<file path="src/rtl/nn_pkg.sv">
// Shared definitions for the neuron datapath.
//   neuron_state_t : sequencer state encoding
//   NN_*           : default operand / accumulator / output widths (MSB indices, AW is a width)
//   sat_shift      : arithmetic right shift followed by signed clipping, used for
//                    requantization here and by later layers
package nn_pkg;

   typedef enum logic [1:0] {
      IDLE  = 2'd0,
      ACCUM = 2'd1,
      OUT   = 2'd2
   } neuron_state_t;

   localparam int NN_IP = 8;
   localparam int NN_WP = 8;
   localparam int NN_AW = 24;
   localparam int NN_OP = 8;

   typedef struct packed {
      logic              sat;
      logic signed [63:0] val;
   } sat_res_t;

   // Floor-shift v right by 'shift', then clip into the signed range of an
   // (op+1)-bit result. val always lies inside that range; sat flags clipping.
   function automatic sat_res_t sat_shift(input logic signed [63:0] v,
                                          input int unsigned shift,
                                          input int unsigned op);
      sat_res_t          r;
      logic signed [63:0] s;
      logic signed [63:0] hi;
      logic signed [63:0] lo;
      s  = v >>> shift;
      hi = (64'sd1 <<< op) - 64'sd1;
      lo = -(64'sd1 <<< op);
      if (s > hi) begin
         r.sat = 1'b1;
         r.val = hi;
      end else if (s < lo) begin
         r.sat = 1'b1;
         r.val = lo;
      end else begin
         r.sat = 1'b0;
         r.val = s;
      end
      return r;
   endfunction

endpackage

</file>
<file path="src/rtl/mac.sv">
// Combinational multiply-accumulate: out = b + in * w (signed).
// The product is formed at CP+1 bits and added to a BP+1-bit bias; the sum
// wraps modulo 2^(BP+1). Choose CP >= IP+WP+1 for an exact product.
//   in  : signed activation, IP+1 bits
//   w   : signed weight, WP+1 bits
//   b   : signed bias / running sum, BP+1 bits
//   out : signed sum, BP+1 bits
module mac #(
   parameter int IP = 8,
   parameter int WP = 8,
   parameter int CP = 23,
   parameter int BP = 23
) (
   input  logic signed [IP:0] in,
   input  logic signed [WP:0] w,
   input  logic signed [BP:0] b,
   output logic signed [BP:0] out
);

   logic signed [CP:0] in_ext;
   logic signed [CP:0] w_ext;
   logic signed [CP:0] prod;

   // Widen both operands first so the multiply itself happens at CP+1 bits.
   assign in_ext = (CP+1)'(in);
   assign w_ext  = (CP+1)'(w);
   assign prod   = in_ext * w_ext;
   assign out    = b + (BP+1)'(prod);

endmodule

</file>
<file path="src/rtl/neuron_seq.sv">
// Sequential neuron: streams N (activation, weight) pairs through one mac,
// feeding the running sum back as the bias, then applies optional ReLU,
// arithmetic-shift requantization and saturation, and offers the result
// over a valid/ready handshake.
//   clk, rst_n       : clock, async active-low reset
//   start, bias      : begin a neuron with the given initial accumulator
//   busy             : sequencer not idle
//   x_valid/x_ready  : pair handshake, pair on x_data / w_data
//   o_valid/o_ready  : result handshake, result on o_data / o_sat
//
// state | meaning
// IDLE  | waiting for start
// ACCUM | accepting pairs, acc += x*w per beat
// OUT   | result presented, held until o_ready
import nn_pkg::*;

module neuron_seq #(
   parameter int IP    = NN_IP,
   parameter int WP    = NN_WP,
   parameter int AW    = NN_AW,
   parameter int N     = 16,
   parameter int SHIFT = 8,
   parameter int OP    = NN_OP,
   parameter int RELU  = 1
) (
   input  logic                 clk,
   input  logic                 rst_n,
   input  logic                 start,
   input  logic signed [AW-1:0] bias,
   output logic                 busy,
   input  logic                 x_valid,
   output logic                 x_ready,
   input  logic signed [IP:0]   x_data,
   input  logic signed [WP:0]   w_data,
   output logic                 o_valid,
   input  logic                 o_ready,
   output logic signed [OP:0]   o_data,
   output logic                 o_sat
);

   localparam int CW = (N > 1) ? $clog2(N) : 1;

   neuron_state_t        state;
   logic signed [AW-1:0] acc;
   logic signed [AW-1:0] mac_sum;
   logic signed [AW-1:0] relu_sum;
   logic [CW-1:0]        cnt;
   logic                 last_beat;
   sat_res_t             q;
   logic                 unused_q_hi;

   // Product kept at full accumulator width so extreme operands never truncate.
   mac #(
      .IP (IP),
      .WP (WP),
      .CP (AW-1),
      .BP (AW-1)
   ) u_mac (
      .in  (x_data),
      .w   (w_data),
      .b   (acc),
      .out (mac_sum)
   );

   // Requantize the sum that includes the current beat, so the final beat can
   // register the result directly.
   assign relu_sum    = ((RELU != 0) && mac_sum[AW-1]) ? '0 : mac_sum;
   assign q           = sat_shift(64'(relu_sum), SHIFT, OP);
   assign unused_q_hi = ^q.val[63:OP+1];

   assign last_beat = (cnt == CW'(N-1));
   assign busy      = (state != IDLE);
   assign x_ready   = (state == ACCUM);

   always_ff @(posedge clk or negedge rst_n) begin
      if (!rst_n) begin
         state   <= IDLE;
         acc     <= '0;
         cnt     <= '0;
         o_valid <= 1'b0;
         o_data  <= '0;
         o_sat   <= 1'b0;
      end else begin
         case (state)
            IDLE: begin
               if (start) begin
                  acc   <= bias;
                  cnt   <= '0;
                  state <= ACCUM;
               end
            end
            ACCUM: begin
               if (x_valid) begin
                  acc <= mac_sum;
                  if (last_beat) begin
                     cnt     <= '0;
                     o_data  <= q.val[OP:0];
                     o_sat   <= q.sat;
                     o_valid <= 1'b1;
                     state   <= OUT;
                  end else begin
                     cnt <= cnt + 1'b1;
                  end
               end
            end
            OUT: begin
               if (o_ready) begin
                  o_valid <= 1'b0;
                  // Back-to-back neurons: restart straight into ACCUM.
                  if (start) begin
                     acc   <= bias;
                     cnt   <= '0;
                     state <= ACCUM;
                  end else begin
                     state <= IDLE;
                  end
               end
            end
            default: begin
               state   <= IDLE;
               o_valid <= 1'b0;
            end
         endcase
      end
   end

endmodule

</file>
<file path="config.mk">
export PLATFORM = sky130hd
export DESIGN_NAME = neuron_seq
export DESIGN_NICKNAME = d
export VERILOG_FILES = /design/src/rtl/nn_pkg.sv /design/src/rtl/mac.sv /design/src/rtl/neuron_seq.sv
export SDC_FILE = /design/constraint.sdc
export NUM_CORES = 1
export LEC_CHECK = 0
export ABC_AREA = 1
export CAP_MARGIN = 20
export CORE_UTILIZATION = 40
export CTS_BUF_LIST = sky130_fd_sc_hd__clkbuf_4 sky130_fd_sc_hd__clkbuf_8
export CTS_CLUSTER_SIZE = 20
export DETAILED_ROUTE_END_ITERATION = 10
export DONT_BUFFER_PORTS = 1
export GPL_ROUTABILITY_DRIVEN = 0
export HOLD_SLACK_MARGIN = 0.15
export REMOVE_ABC_BUFFERS = 1
export SLEW_MARGIN = 0
export SYNTH_ARGS = -nofsm -noshare
export SYNTH_HDL_FRONTEND = slang
export SYNTH_SLANG_ARGS = --single-unit
export TNS_END_PERCENT = 10
</file>
<file path="constraint.sdc">
create_clock -name clk -period 2.85 [get_ports clk]
set_clock_uncertainty 0.15 [all_clocks]
set_input_delay 0.285 -clock clk [delete_from_list [all_inputs] [get_ports clk]]
set_output_delay 0.285 -clock clk [all_outputs]
set_load 0.1 [all_outputs]
</file>
* Word-level counts from Yosys, hierarchy flattened *
Cells that the tools add are included.

cells by class
  add/sub/neg operators = 2
  multipliers = 1
  magnitude comparators = 2
  eq/ne operators = 7
  mux-type cells = 22
  bitwise gates (word level) = 1
  reductions and logical operators = 7

operators by type and width
  operator                                                                        count
  65-bit 2-to-1 mux                                                               2
  24-bit 2-to-1 mux                                                               3
  24-bit one-hot mux with 3 select lines                                          1
  24-bit adder                                                                    1
  23-bit 2-to-1 mux                                                               1
  9-bit by 9-bit multiplier with 18-bit output                                    1
  16-bit by 9-bit less-than comparator with 1-bit output (second input constant)  1
  4-bit 2-to-1 mux                                                                4
  15-bit by 8-bit > comparator with 1-bit output (second input constant)          1
  4-bit one-hot mux with 3 select lines                                           1
  2-bit 2-to-1 mux                                                                4
  4-bit AND reduction                                                             2
  2-bit inequality test (second input constant)                                   3
  2-bit one-hot mux with 3 select lines                                           1
  3-bit AND reduction                                                             2
  4-bit by 1-bit adder with 4-bit output (second input constant)                  1
  4-bit == test (second input constant)                                           1
  1-bit 2-to-1 mux                                                                4
  1-bit one-hot mux with 3 select lines                                           1
  3-bit nonzero test                                                              1
  2-bit by 1-bit == test with 1-bit output (second input constant)                1
  2-bit == test (second input constant)                                           1
  2-bit logical NOT                                                               1
  2-bit by 1-bit inequality test with 1-bit output (second input constant)        1
  2 further kinds                                                                 2

word-level totals
  flip-flop bits (word level) = 41
  output and inout port bits = 13

* Longest topological paths before layout *
Gate-level depths: netlist of the first run.

  depth in word-level cells = 6
  depth in mapped cells = 39
  mapped depth without buffers = 38

* By module *
A second synthesis of the first run with hierarchy kept.

second synthesis, totals
  cells, all modules = 983
  area total of the unflattened synthesis = 6,819.0 µm²

by module, submodules not included
  module      times used  cells each  area an instance (µm²)  sequential area each (µm²)
  mac         1           701         4,730.8                 0.0
  neuron_seq  1           282         2,088.3                 1,026.0

* Worst setup path after synthesis of the first run *
Ideal clock, no wire load.

  path type = input port to flip-flop
  from = input port x_data[0]
  to = register o_data[0]
  setup time = 0.120 ns
  arrival time = 5.930 ns
  slack = -3.350 ns
  cell stages on the path = 35
  buffers on the path = 1
  cells stage by stage = clkbuf_1 or2_2 fa_1 fa_1 inv_1 fa_1 fa_1 fa_1 ha_1 inv_1 nor3_1 nand2_1 nand2_1 nand3_1 nand2_1 nand2_1 inv_1 o21ai_0 nand2_1 nand2_1 nand2_1 inv_1 ha_1 nand2_1 inv_2 nand2_1 inv_1 a21oi_1 nand3_1 nand2_1 nand3_4 nor2_8 nand4_1 nand2_1 nand2_1

between the ends
  longest elaborated chain between the ends = 6
  elaborated cells between the ends (all ways) = 7

RTL lines
  what                                                    line              text
  from (decl)                                             neuron_seq.sv:33  input logic signed [IP:0] x_data,
  9-bit by 9-bit multiplier with 18-bit output (*)        mac.sv:27         assign prod = in_ext * w_ext;
  24-bit adder (*)                                        mac.sv:28         assign out = b + (BP+1)'(prod);
  23-bit 2-to-1 mux (*)                                   neuron_seq.sv:67  assign relu_sum = ((RELU != 0) && mac_sum[AW-1]) ? '0 : mac_sum;
  16-bit by 9-bit less-than comparator with 1-bit output  nn_pkg.sv:39      end else if (s < lo) begin
  65-bit 2-to-1 mux                                       nn_pkg.sv:39
  65-bit 2-to-1 mux (*)                                   nn_pkg.sv:36      if (s > hi) begin
  to (signal assigned)                                    neuron_seq.sv:97  o_data <= q.val[OP:0];
  to (decl)                                               neuron_seq.sv:37  output logic signed [OP:0] o_data,

Every way passes the cells marked *; elsewhere a longest branch is shown, timed or not.
A chain may end at the register's enable or synchronous reset.

* Worst setup path in the final report of the first run *
  from = input port w_data[8]
  to = register o_data[4]

between the ends
  longest elaborated chain between the ends = 6
  elaborated cells between the ends (all ways) = 7

RTL lines
  what                                                    line              text
  from (decl)                                             neuron_seq.sv:34  input logic signed [WP:0] w_data,
  9-bit by 9-bit multiplier with 18-bit output (*)        mac.sv:27
  24-bit adder (*)                                        mac.sv:28
  23-bit 2-to-1 mux (*)                                   neuron_seq.sv:67
  16-bit by 9-bit less-than comparator with 1-bit output  nn_pkg.sv:39
  65-bit 2-to-1 mux                                       nn_pkg.sv:39
  65-bit 2-to-1 mux (*)                                   nn_pkg.sv:36

Marked as above.

==> results of run 1 <==
==> layout make-up <==
class | instances | area (um2)
flip-flops and latches | 41 | 1030
inverters | 197 | 756
multi-input cells | 716 | 5810
well taps | 220 | 275
clock buffers | 5 | 68.8
fillers | 1559 | 7350
clock inverters | 3 | 46.3
repair buffers | 168 | 1370
==> cell usage in the layout, fill, tap and decap left out, drive strengths merged, types with 4 or more instances in the layout <==
master       count
nand2          331
inv            196
buf            140
fa              71
nor2            64
ha              62
nand3           44
dfrtp           41
a21oi           38
o21ai           33
dlygate4sd3     28
nand4           15
xnor2           14
xor2            13
o211ai           8
nor3             6
o21a             5
clkbuf           5
or2              4
==> metal layers <==
metal	wire length [um]	vias to the layer above	GRT usage
met4	261	0	0.0473
met3	708	20	0.0263
met2	9580	123	0.408
li1	-	3284	-
met5	0	-	0
met1	8070	3058	0.272
==> registers in the layout, summed over array words and instances, names as in the netlist <==
signal and cells:
cnt 4, o_valid 1, state 2, o_data 9
acc 24, o_sat 1
==> cells by family after synthesis <==
logic type      count (synthesis)
simple gates                  464
buf+inv                       227
flops                          41
xor+xnor                       27
fa+ha+maj                     133
compound gates                 90
==> per-stage QoR <==
stage / util / worst slack (ns) / instances
6_report: 0.560 / -2.96 / 1350
5_1_grt: 0.560 / -3.18 / 1350
4_1_cts: 0.544 / -2.90 / 1342
3_5_place_dp: 0.475 / -3.79 / 1292
3_3_place_gp: 0.475 / -3.82 / 1292
2_1_floorplan: - / -3.25 / 952
==> path summary, 6_finish.rpt <==
| check | end | slack [ns] | depth (start not counted) |
|---|---|---|---|
| worst min-delay path | acc[12]$_DFFE_PN0P_ | 0.17 | 2 |
| max in group asynchronous | acc[7]$_DFFE_PN0P_ | 2.04 | 2 |
| worst min register to register | acc[2]$_DFFE_PN0P_ | 0.36 | 2 |
| worst max register to register | acc[22]$_DFFE_PN0P_ | 0.22 | 14 |
| min in group asynchronous | o_valid$_DFFE_PN0P_ | 0.29 | 2 |
| worst max-delay path | o_data[4]$_DFFE_PN0P_ | -2.96 | 30 |
==> timing repair <==
action / CTS / global route
resized for setup: 122 / 49
hold endpoints to repair: 68 / 0
pin swaps: 72 / 37
cloned: 2 / 0
setup endpoints to repair: 29 / 29
setup buffers: 12 / 8
hold buffers: 29 / 0
==> reports/qor.yml, run 1 <==
outcome:
  status: "complete, but fails checks"
  failed_checks: "setup timing"
critical_path:
  slowest_delay_ns: 0.60
  cp_common_cell: "fa_1"
  cp_max_fo: 4
  cp.buffers_inverters: 5
  path_delay_family: "adder cells"
  cp_slowest_cell: "fa_1"
  arrival_ns: 5.87
  cp.required_ns: 2.91
  start_kind: "primary input"
  cp-startpoint: "w_data[8]"
  rr_startpoint: "acc[0]$_DFFE_PN0P_"
  crit_type: "primary input to flip-flop"
  end_kind: "flip-flop"
detailed_routing:
  vias: 6485
  dr.pass1.iters: 5
  drt-total-wl_um: 18600
  final_antenna_net_count: 0
  drc: 0
  post_drt_wl_per_cell_um: 13.8
  via_per_inst: 4.80
  drt_iter0_drc: 262
place:
  dp_hpwl_um: 14400
  io_buffers: 0
  placedInstanceArea_mm2: 0.00794
timing:
  fin_crit_sh: 2.04
  hold_violations: 0
  whs_ns: 0.172
  max_freq_mhz: 172
  fin_crit_ns: 5.81
  max-slew-margin-rel: 0.371
  tns_ns: -71.18
  slew_violations: 0
  setup_viol: 29
  worst_slack_ns: -2.96
  grt_setup_unrepaired: "true"
  worst_slew_pin_slew_ns: 0.944
logic_synthesis:
  synth_common_cells: "nand2_1 (311), inv_1 (181), fa_1 (71)"
  yosys_warnings: 0
  ys.flop_type: "dfrtp_1"
  synth.top_cell.area_share: 0.206
  synth_seq_cells: 41
  yosys-top-cells-area: "fa_1 (21%), nand2_1 (17%), dfrtp_1 (15%), ha_1 (11%), inv_1 (9.9%)"
  synth.distinct_cells: 38
  syn_avg_cell_area_um2: 7.02
  yosys.area.top_type: "fa_1"
  synth_most_common_cell: "nand2_1"
  syn-cell-area_mm2: 0.00689
  synth_async_sr_flop_share: 1.00
  synth_cells: 982
  ys_seq_area_frac: 0.149
  synth_top_family_by_area: "adder cells"
  synthXorXnorAreaFrac: 0.0343
  yosys.area_share.simple: 0.298
  yosys.area_share.adder: 0.319
  muxShareOfSynthArea: 0
  synth_compound_area_frac: 0.0737
  synth_edf_count: 0
global_route:
  grt_pass1_wl_um: 31600
  grt_max_degree: 42
  gr-total-overflow: 0
  grt_antenna_before_repair: 0
  grt_usage: 0.220
  grt_pass1_vias: 6654
finish:
  num-nets-final: 1309
  final_area_mm2: 0.00935
  syn2layout_area_growth_pct: 35.7
  drive_gt1_frac: 0.294
  num_antenna_cells: 0
die:
  dieArea_mm2: 0.0178
  core-area_mm2: 0.0167
  ioPinCount: 60
  die_h_um: 133
  die_w_um: 133
  num_rows: 47
  initial_core_util: 0.413
hold_path:
  hp-class: "primary input to flip-flop"
  min-delay-start: "bias[12]"
clocking:
  clkTransAtPathRegs_ns: 0.08
  clock_sinks: 41
  htree_levels: 2
  tritoncts: "done"
  root_buffer: "clkbuf_8"
  clk_latency_ns: 0.32
  cts_made_buffers: 5
  clockBufferDepth: 2
run:
  cap_violations: 0
Power of run 1 is left out: the tool's default activity adds up to more than one toggle a clock period on the data nets, which glitch-free logic cannot reach.
==> run 2: changes to the inputs <==
Settings changed: CORE_MARGIN set to 2.
==> run 2 against run 1 <==
The flow still finishes with violations (setup timing). Flip-flop and latch count did not move. Via count rose by 1.9%. Critical path depth rose by 7. Design area rose by 0.79%. Final cell count fell by 0.30%. Utilization rose by 0.44 points. Critical endpoint is now o_data[6]$_DFFE_PN0P_. Highest routed layer unchanged. Worst setup slack improved by 0.11 ns. Largest cell class unchanged. Maximum frequency rose by 1.9%. Global-route usage fell by 0.74 points.
==> reports/qor.yml, run 2 (synthesis results as in run 1) <==
critical_path:
  slowest_delay_ns: 0.61
  cp_max_fo: 9
  r2r_end: "o_data[6]$_DFFE_PN0P_"
  cp_common_cell: "nand2_1"
  end_kind: "flip-flop"
  start_kind: "primary input"
  ff2ff_setup_slack_ns: 0.29
  worstRegToRegCells: 14
  arrival_ns: 5.76
  cp_slowest_cell: "fa_1"
  cp.required_ns: 2.91
  rr_startpoint: "acc[0]$_DFFE_PN0P_"
  cp.buffers_inverters: 7
  crit_type: "primary input to flip-flop"
  path_delay_family: "adder cells"
place:
  place_ws_ns: -3.83
  io_buffers: 0
  dp_hpwl_um: 14300
run:
  cap_violations: 0
clocking:
  tritoncts: "done"
  clk_latency_ns: 0.31
  clock_sinks: 41
  cts_made_buffers: 5
  root_buffer: "clkbuf_8"
  clockBufferDepth: 2
  clkTransAtPathRegs_ns: 0.09
  htree_levels: 2
finish:
  drive_gt1_frac: 0.313
  num-fill-cells: 1568
  largest-register: "acc"
  layout_commonest_cell: "nand2_1"
  syn2layout_area_growth_pct: 36.8
  largest_reg_flops: 24
  reg.largest.list: "acc (24), o_data (9), cnt (4)"
  num-nets-final: 1305
  num_antenna_cells: 0
  final_cell_mix: "nand2_1 (274), inv_1 (167), buf_4 (129)"
die:
  die_w_um: 135
  ioPinCount: 60
  initial_core_util: 0.413
  core-area_mm2: 0.0167
  num_rows: 47
  dieArea_mm2: 0.0183
  die_h_um: 135
detailed_routing:
  drc: 0
  via_per_inst: 4.91
  final_antenna_net_count: 0
  drt-total-wl_um: 19200
  vias: 6606
  post_drt_wl_per_cell_um: 14.2
  drt_iter0_drc: 311
  dr.pass1.iters: 5
timing:
  worst_slack_ns: -2.86
  fin_crit_sh: 2.00
  hold_violations: 0
  grt_setup_unrepaired: "true"
  fin_crit_ns: 5.71
  slew_violations: 0
  max-slew-margin-rel: 0.354
  worst_slew_pin_slew_ns: 0.969
  whs_ns: 0.174
  max_freq_mhz: 175
  setup_viol: 29
hold_path:
  hold_depth: 2
  min-delay-start: "bias[12]"
  hp-class: "primary input to flip-flop"
  hold_path_end: "acc[12]$_DFFE_PN0P_"
global_route:
  gr-total-overflow: 0
  grt_usage: 0.213
  grt_pass1_vias: 6609
  grt_antenna_before_repair: 0
  grt_pass1_wl_um: 31500
  grt_max_degree: 42
outcome:
  status: "complete, but fails checks"
  failed_checks: "setup timing"
-- run 2: final cells by class --
| type | count | area, um2 | area share |
|---|---|---|---|
| flip-flops and latches | 41 | 1030 | 0.109 |
| clock inverters | 3 | 46.3 | 0.00491 |
| multi-input cells | 717 | 5920 | 0.628 |
| well taps | 220 | 275 | 0.0292 |
| inverters | 197 | 758 | 0.0805 |
| repair buffers | 163 | 1330 | 0.141 |
| clock buffers | 5 | 68.8 | 0.00730 |
-- run 2: how the worst max path moves through the flow --
stage | from | to | slack [ns] | cells past startpoint
after floorplan | w_data[8] | o_data[0]$_DFFE_PN0P_ | -3.25 | 35
after global placement | w_data[8] | o_data[3]$_DFFE_PN0P_ | -3.85 | 34
after detailed placement | w_data[8] | o_data[4]$_DFFE_PN0P_ | -3.83 | 34
after CTS | w_data[8] | o_data[2]$_DFFE_PN0P_ | -2.85 | 32
after global routing | x_data[8] | o_data[5]$_DFFE_PN0P_ | -3.25 | 35
final | x_data[8] | o_data[6]$_DFFE_PN0P_ | -2.86 | 37
-- run 2: routing by layer --
layer / vias to the layer above / global-route usage / share of wire
li1: 3289 / - / -
met1: 3126 / 0.276 / 0.44
met2: 157 / 0.377 / 0.50
met3: 34 / 0.0217 / 0.039
met4: 0 / 0.0590 / 0.021
met5: - / 0 / 0
-- run 2: stage by stage --
| step | std cells | TNS [ns] | area, um2 | util |
|---|---|---|---|---|
| 2_1_floorplan | 952 | -78.07 | 6760 | - |
| 3_3_place_gp | 1284 | -93.96 | 7880 | 0.472 |
| 3_5_place_dp | 1284 | -93.52 | 7880 | 0.472 |
| 4_1_cts | 1340 | -70.20 | 8970 | 0.537 |
| 5_1_grt | 1346 | -78.03 | 9420 | 0.564 |
| 6_report | 1346 | -69.55 | 9420 | 0.564 |
-- run 2: repair_timing --
item                                   4_1_cts  5_1_grt
cloned                                       2        1
resized for setup                          100       89
endpoints found under the hold margin       68        0
setup buffers                               17        5
hold buffers                                29        0
setup endpoints to repair                   29       29
pin swaps                                   80       58
Power of run 2 is left out for the same reason.
==> run 3: changes to the inputs <==
Clock period 2.85 ns to 7.3 ns, I/O delays scaled along.
==> run 3 against run 2 <==
The run now ends clean. Die area did not move. Critical path depth fell by 3. Count of clock-buffer cells in the layout unchanged. Flip-flop and latch count unchanged. Largest cell class unchanged. Worst setup slack better by 3.3 ns. Register-to-register slack better by 4.3 ns. Global-route usage decreased by 2.0 points. Worst hold slack improved by 0.18 ns. Highest routed layer unchanged. First-iteration DRC count down 7.7%. Routed wire length is 14% lower. Non-clock buffer count decreased by 146. Critical endpoint is now o_data[0]$_DFFE_PN0P_. Final cell count is 11% lower.
==> reports/qor.yml, run 3 (synthesis results as in run 1) <==
clocking:
  clockBufferDepth: 2
  tritoncts: "done"
  clock_sinks: 41
  root_buffer: "clkbuf_8"
  clk_latency_ns: 0.32
  clkTransAtPathRegs_ns: 0.10
  htree_levels: 2
  cts_made_buffers: 5
place:
  dp_hpwl_um: 13700
  io_buffers: 0
  placedInstanceArea_mm2: 0.00715
critical_path:
  ff2ff_setup_slack_ns: 4.61
  cp_slowest_cell: "fa_1"
  start_kind: "primary input"
  arrival_ns: 6.91
  slowest_delay_ns: 0.57
  cp_max_fo: 9
  end_kind: "flip-flop"
  cp_common_cell: "nand2_1"
  crit_type: "primary input to flip-flop"
  cp.required_ns: 7.36
timing:
  fin_crit_sh: 0.939
  setup_viol: 0
  slew_violations: 0
  grt_setup_unrepaired: "false"
  fin_crit_ns: 6.85
  tns_ns: 0
  max_freq_mhz: 146
  worst_slew_pin_slew_ns: 0.944
  hold_violations: 0
  max-slew-margin-rel: 0.370
finish:
  drive_gt1_frac: 0.0890
  num_antenna_cells: 0
  largest-register: "acc"
  utilization: 0.439
  final_cell_mix: "nand2_1 (310), inv_1 (181), fa_1 (71)"
  multiInputGateArea_mm2: 0.00500
  syn2layout_area_growth_pct: 6.37
  reg.largest.list: "acc (24), o_data (9), cnt (4)"
  num-fill-cells: 1794
  layout_commonest_cell: "nand2_1"
  final_area_mm2: 0.00733
  seq_area_mm2: 0.00103
  num-nets-final: 1156
  largest_reg_flops: 24
global_route:
  grt_max_degree: 42
  gr-total-overflow: 0
  grt_antenna_before_repair: 0
  grt_pass1_vias: 5757
  grt_pass1_wl_um: 28200
  grt_usage: 0.193
detailed_routing:
  drt_iter0_drc: 287
  drc: 0
  post_drt_wl_per_cell_um: 13.8
  via_per_inst: 4.79
  final_antenna_net_count: 0
  vias: 5738
  dr.pass1.iters: 7
  drt-total-wl_um: 16500
die:
  num_rows: 47
  core-area_mm2: 0.0167
  initial_core_util: 0.413
  die_h_um: 135
  dieArea_mm2: 0.0183
  die_w_um: 135
  ioPinCount: 60
run:
  cap_violations: 0
hold_path:
  hp-class: "flip-flop to flip-flop"
outcome:
  status: "finished, final reports clean"
==> run 3: final timing paths <==
path,cells past startpoint,to,startpoint
setup / recovery,34,o_data[0]$_DFFE_PN0P_,w_data[8]
hold / removal,2,acc[0]$_DFFE_PN0P_,acc[0]$_DFFE_PN0P_
setup reg to reg,16,o_data[0]$_DFFE_PN0P_,acc[0]$_DFFE_PN0P_
hold reg to reg,2,acc[0]$_DFFE_PN0P_,acc[0]$_DFFE_PN0P_
max in group asynchronous,2,o_data[5]$_DFFE_PN0P_,rst_n
min in group asynchronous,2,acc[5]$_DFFE_PN0P_,rst_n
==> run 3: per-layer routing <==
| metal | wire (um) | GRT usage | vias up | share of wire |
|---|---|---|---|---|
| li1 | - | - | 2972 | - |
| met2 | 7830 | 0.341 | 114 | 0.47 |
| met1 | 7810 | 0.254 | 2636 | 0.47 |
| met5 | 0 | 0 | - | 0 |
| met4 | 233 | 0.0394 | 0 | 0.014 |
| met3 | 643 | 0.0243 | 16 | 0.039 |
==> run 3: critical path, delay by kind of cell <==
kind / cells / cell delay [ns]
simple gates: 20 / 2.35
fa+ha+maj: 7 / 3.31
buf+inv: 6 / 0.44
compound gates: 1 / 0.09
==> run 3: per-stage QoR <==
stage / worst slack, ns / std cells / hold slack [ns]
floorplan: 0.758 / 952 / 0.284
global route: 0.0461 / 1197 / 0.375
CTS: 0.399 / 1197 / 0.353
finish: 0.447 / 1197 / 0.349
detailed placement: 0.0846 / 1187 / 0.285
global placement: 0.0499 / 1187 / 0.285
==> run 3: final cells by class <==
type                       count  area share
multi-input combinational    714       0.682
sequential                    41       0.140
inverter                     197       0.101
tap                          220      0.0376
timing repair buffer          17      0.0205
clock buffer                   5     0.00939
clock inverter                 3     0.00939
==> run 3: what timing repair did <==
action	CTS	global route
gates resized for setup	0	1
hold buffers	2	0
setup endpoints to repair	0	9
hold endpoints to repair	41	0
buffers inserted	0	0
Power of run 3 is left out for the same reason.
==> RTL edit, RTL diff (flow settings as in run 3) <==
`NN_IP`: 8 -> 7.
--- a/src/rtl/nn_pkg.sv
+++ b/src/rtl/nn_pkg.sv
@@ -12,5 +12,5 @@
    } neuron_state_t;
 
-   localparam int NN_IP = 8;
+   localparam int NN_IP = 7;
    localparam int NN_WP = 8;
    localparam int NN_AW = 24;
Ports: changed (resized x_data); port bits go from 60 to 59. The function was not compared with the original's and may differ.
==> RTL edit against run 3 <==
  * Register-to-register slack worse by 170 ps
  * Setup slack better by 200 ps
  * Routed wire length down 8.8%
  * Synthesized area down 7.1%
  * Cell area down 8.2%
  * Sequential cell count unchanged
  * Highest routed layer unchanged
Power is not shown: default switching activity piles up to over one toggle a cycle in this logic, so the estimate is an artifact.
==> RTL edit: results (changes against run 3) <==
- Result of the run: finished, final reports clean (unchanged).
- The warning count from the yosys run is 0 (unchanged).
- The initial antenna violation count was 0 (unchanged).
- The number of antenna cells inserted was 0 (unchanged).
- The startpoint of the lowest-slack register-to-register path is acc[0]$_DFFE_PN0P_ (unchanged).
- The maximum single-stage delay on the critical path is 540 ps (was 570 ps).
- The clock-pin slew of the registers on the worst-case setup and hold paths was 80 ps (was 100 ps).
- The largest net degree at the start of global routing came to 42 (unchanged).
- The total length of routed wires is 15100 um (was 16500 um).
- The number of buffers added on ports is 0 (unchanged).
- The share of final-layout standard cells stronger than drive strength 1 is 5.47% (was 8.90%).
- The DRC marker count from the first detailed-route iteration is 324 (was 287).
- The type of the most critical hold path is flip-flop to flip-flop (unchanged).
- The clock insertion delay at the later pin of the skew report came to 320 ps (about the same).
- The category of cells accounting for the largest share of critical-path delay was adder cells (unchanged).
- The sequential share of the synthesized area is 16.0% (was 14.9%).
- The cell type of the slowest stage on the worst timing path is sky130_fd_sc_hd__fa_1 (unchanged).
- The number of library cell types mapped by synthesis is 39 (was 38).
- Top area cells in the synthesized netlist: sky130_fd_sc_hd__fa_1, sky130_fd_sc_hd__dfrtp_1, sky130_fd_sc_hd__nand2_1 (was sky130_fd_sc_hd__fa_1, sky130_fd_sc_hd__nand2_1, sky130_fd_sc_hd__dfrtp_1).
- The count of hold-fix buffers inserted at cts is 2 (unchanged).
- The instance area at placement was 6570 um^2 (was 7150 um^2).
- The H-tree level count is 2 (unchanged).
- Largest registers in the final layout: acc x24, o_data x9, cnt x4 (unchanged).
- The hold path startpoint is acc[16]$_DFFE_PN0P_ (was acc[0]$_DFFE_PN0P_).
- The count of buffers added by post-CTS timing repair for setup was 0 (unchanged).
- Most numerous cell types in the synthesized netlist: sky130_fd_sc_hd__nand2_1, sky130_fd_sc_hd__inv_1, sky130_fd_sc_hd__fa_1, sky130_fd_sc_hd__ha_1, sky130_fd_sc_hd__nor2_1 (unchanged).
- The master cell of the clock root buffer is sky130_fd_sc_hd__clkbuf_8 (unchanged).
- The number of global-route vias before repair is 5494 (was 5757).
- The first-pass GRT wire length is 26000 um (was 28200 um).
- The commonest register cell after synthesis is sky130_fd_sc_hd__dfrtp_1 (unchanged).
- The detailed-placement wirelength estimate is 12300 um (was 13700 um).
- The top fanout value on the critical path is 10 (was 9).
- The proportion of register bits with asynchronous set or reset after synthesis is 100% (unchanged).
- The depth of the most critical reg-to-reg path was 14 (was 16).
- The number of nets in the layout came to 1058 (was 1156).
- The via count is 5445 (was 5738).
- The layout filler cell count is 1657 (was 1794).
- The worst-case clock buffer depth is 2 (unchanged).
- The number of cells on the worst hold path is 2 (unchanged).
- The number of buffers added by the clock tree synthesis step is 5 (unchanged).
- The post-cts repair resize count came to 0 (unchanged).
- The signed area change from the synthesized netlist to the final layout came to 5.14% (was 6.37%).
- The arrival time of the worst setup path is 6710 ps (was 6910 ps).
- The total global-route track usage is 19.0% (was 19.3%).
- The critical path startpoint is x_data[7] (was w_data[8]).
- The worst-margin pin slew came to 917 ps (was 944 ps).
- The first-pass detailed-route iteration total is 5 (was 7).
==> RTL edit: through the flow <==
| step | worst slack (ps) | hold WS (ps) | cells |
|---|---|---|---|
| floorplan | 979 | 284 | 884 |
| global placement | 433 | 286 | 1101 |
| detailed placement | 400 | 285 | 1101 |
| CTS | 709 | 358 | 1111 |
| global route | 155 | 381 | 1111 |
| finish | 647 | 358 | 1111 |
==> RTL edit: cells by family after synthesis <==
logic type / count (synthesis) / synth area share (%)
fa+ha+maj: 118 / 30.3
buf+inv: 229 / 13.5
simple gates: 387 / 26.7
flops: 41 / 16.0
compound gates: 108 / 9.48
xor+xnor: 28 / 3.95
==> RTL edit: worst paths after layout <==
check	to	slack (ps)
setup / recovery	o_data[7]$_DFFE_PN0P_	650
hold / removal	acc[16]$_DFFE_PN0P_	360
setup reg to reg	o_data[7]$_DFFE_PN0P_	4440
hold reg to reg	acc[16]$_DFFE_PN0P_	360
max in group asynchronous	acc[23]$_DFFE_PN0P_	6020
min in group asynchronous	acc[5]$_DFFE_PN0P_	770
==> RTL edit: area by class of cell <==
class	count	share of cell area, %
Multi-Input combinational cell	641	67.0
Sequential cell	41	15.3
Inverter	202	11.3
Tap cell	216	4.02
Clock buffer	7	1.34
Timing Repair Buffer	3	0.670
Clock inverter	1	0.446
==> RTL edit: worst min-delay path: stages, from the launching register on <==
cell                      delay, ps
sky130_fd_sc_hd__dfrtp_1        360
sky130_fd_sc_hd__nand2_1         50
sky130_fd_sc_hd__o21ai_0         60
==> RTL edit: layer usage <==
metal | routed length, um | global-route usage, % | vias up
li1 | - | - | 2753
met1 | 7250 | 26.7 | 2575
met2 | 7040 | 32.3 | 108
met3 | 678 | 2.81 | 9
met4 | 106 | 2.57 | 0
met5 | 0 | 0 | -
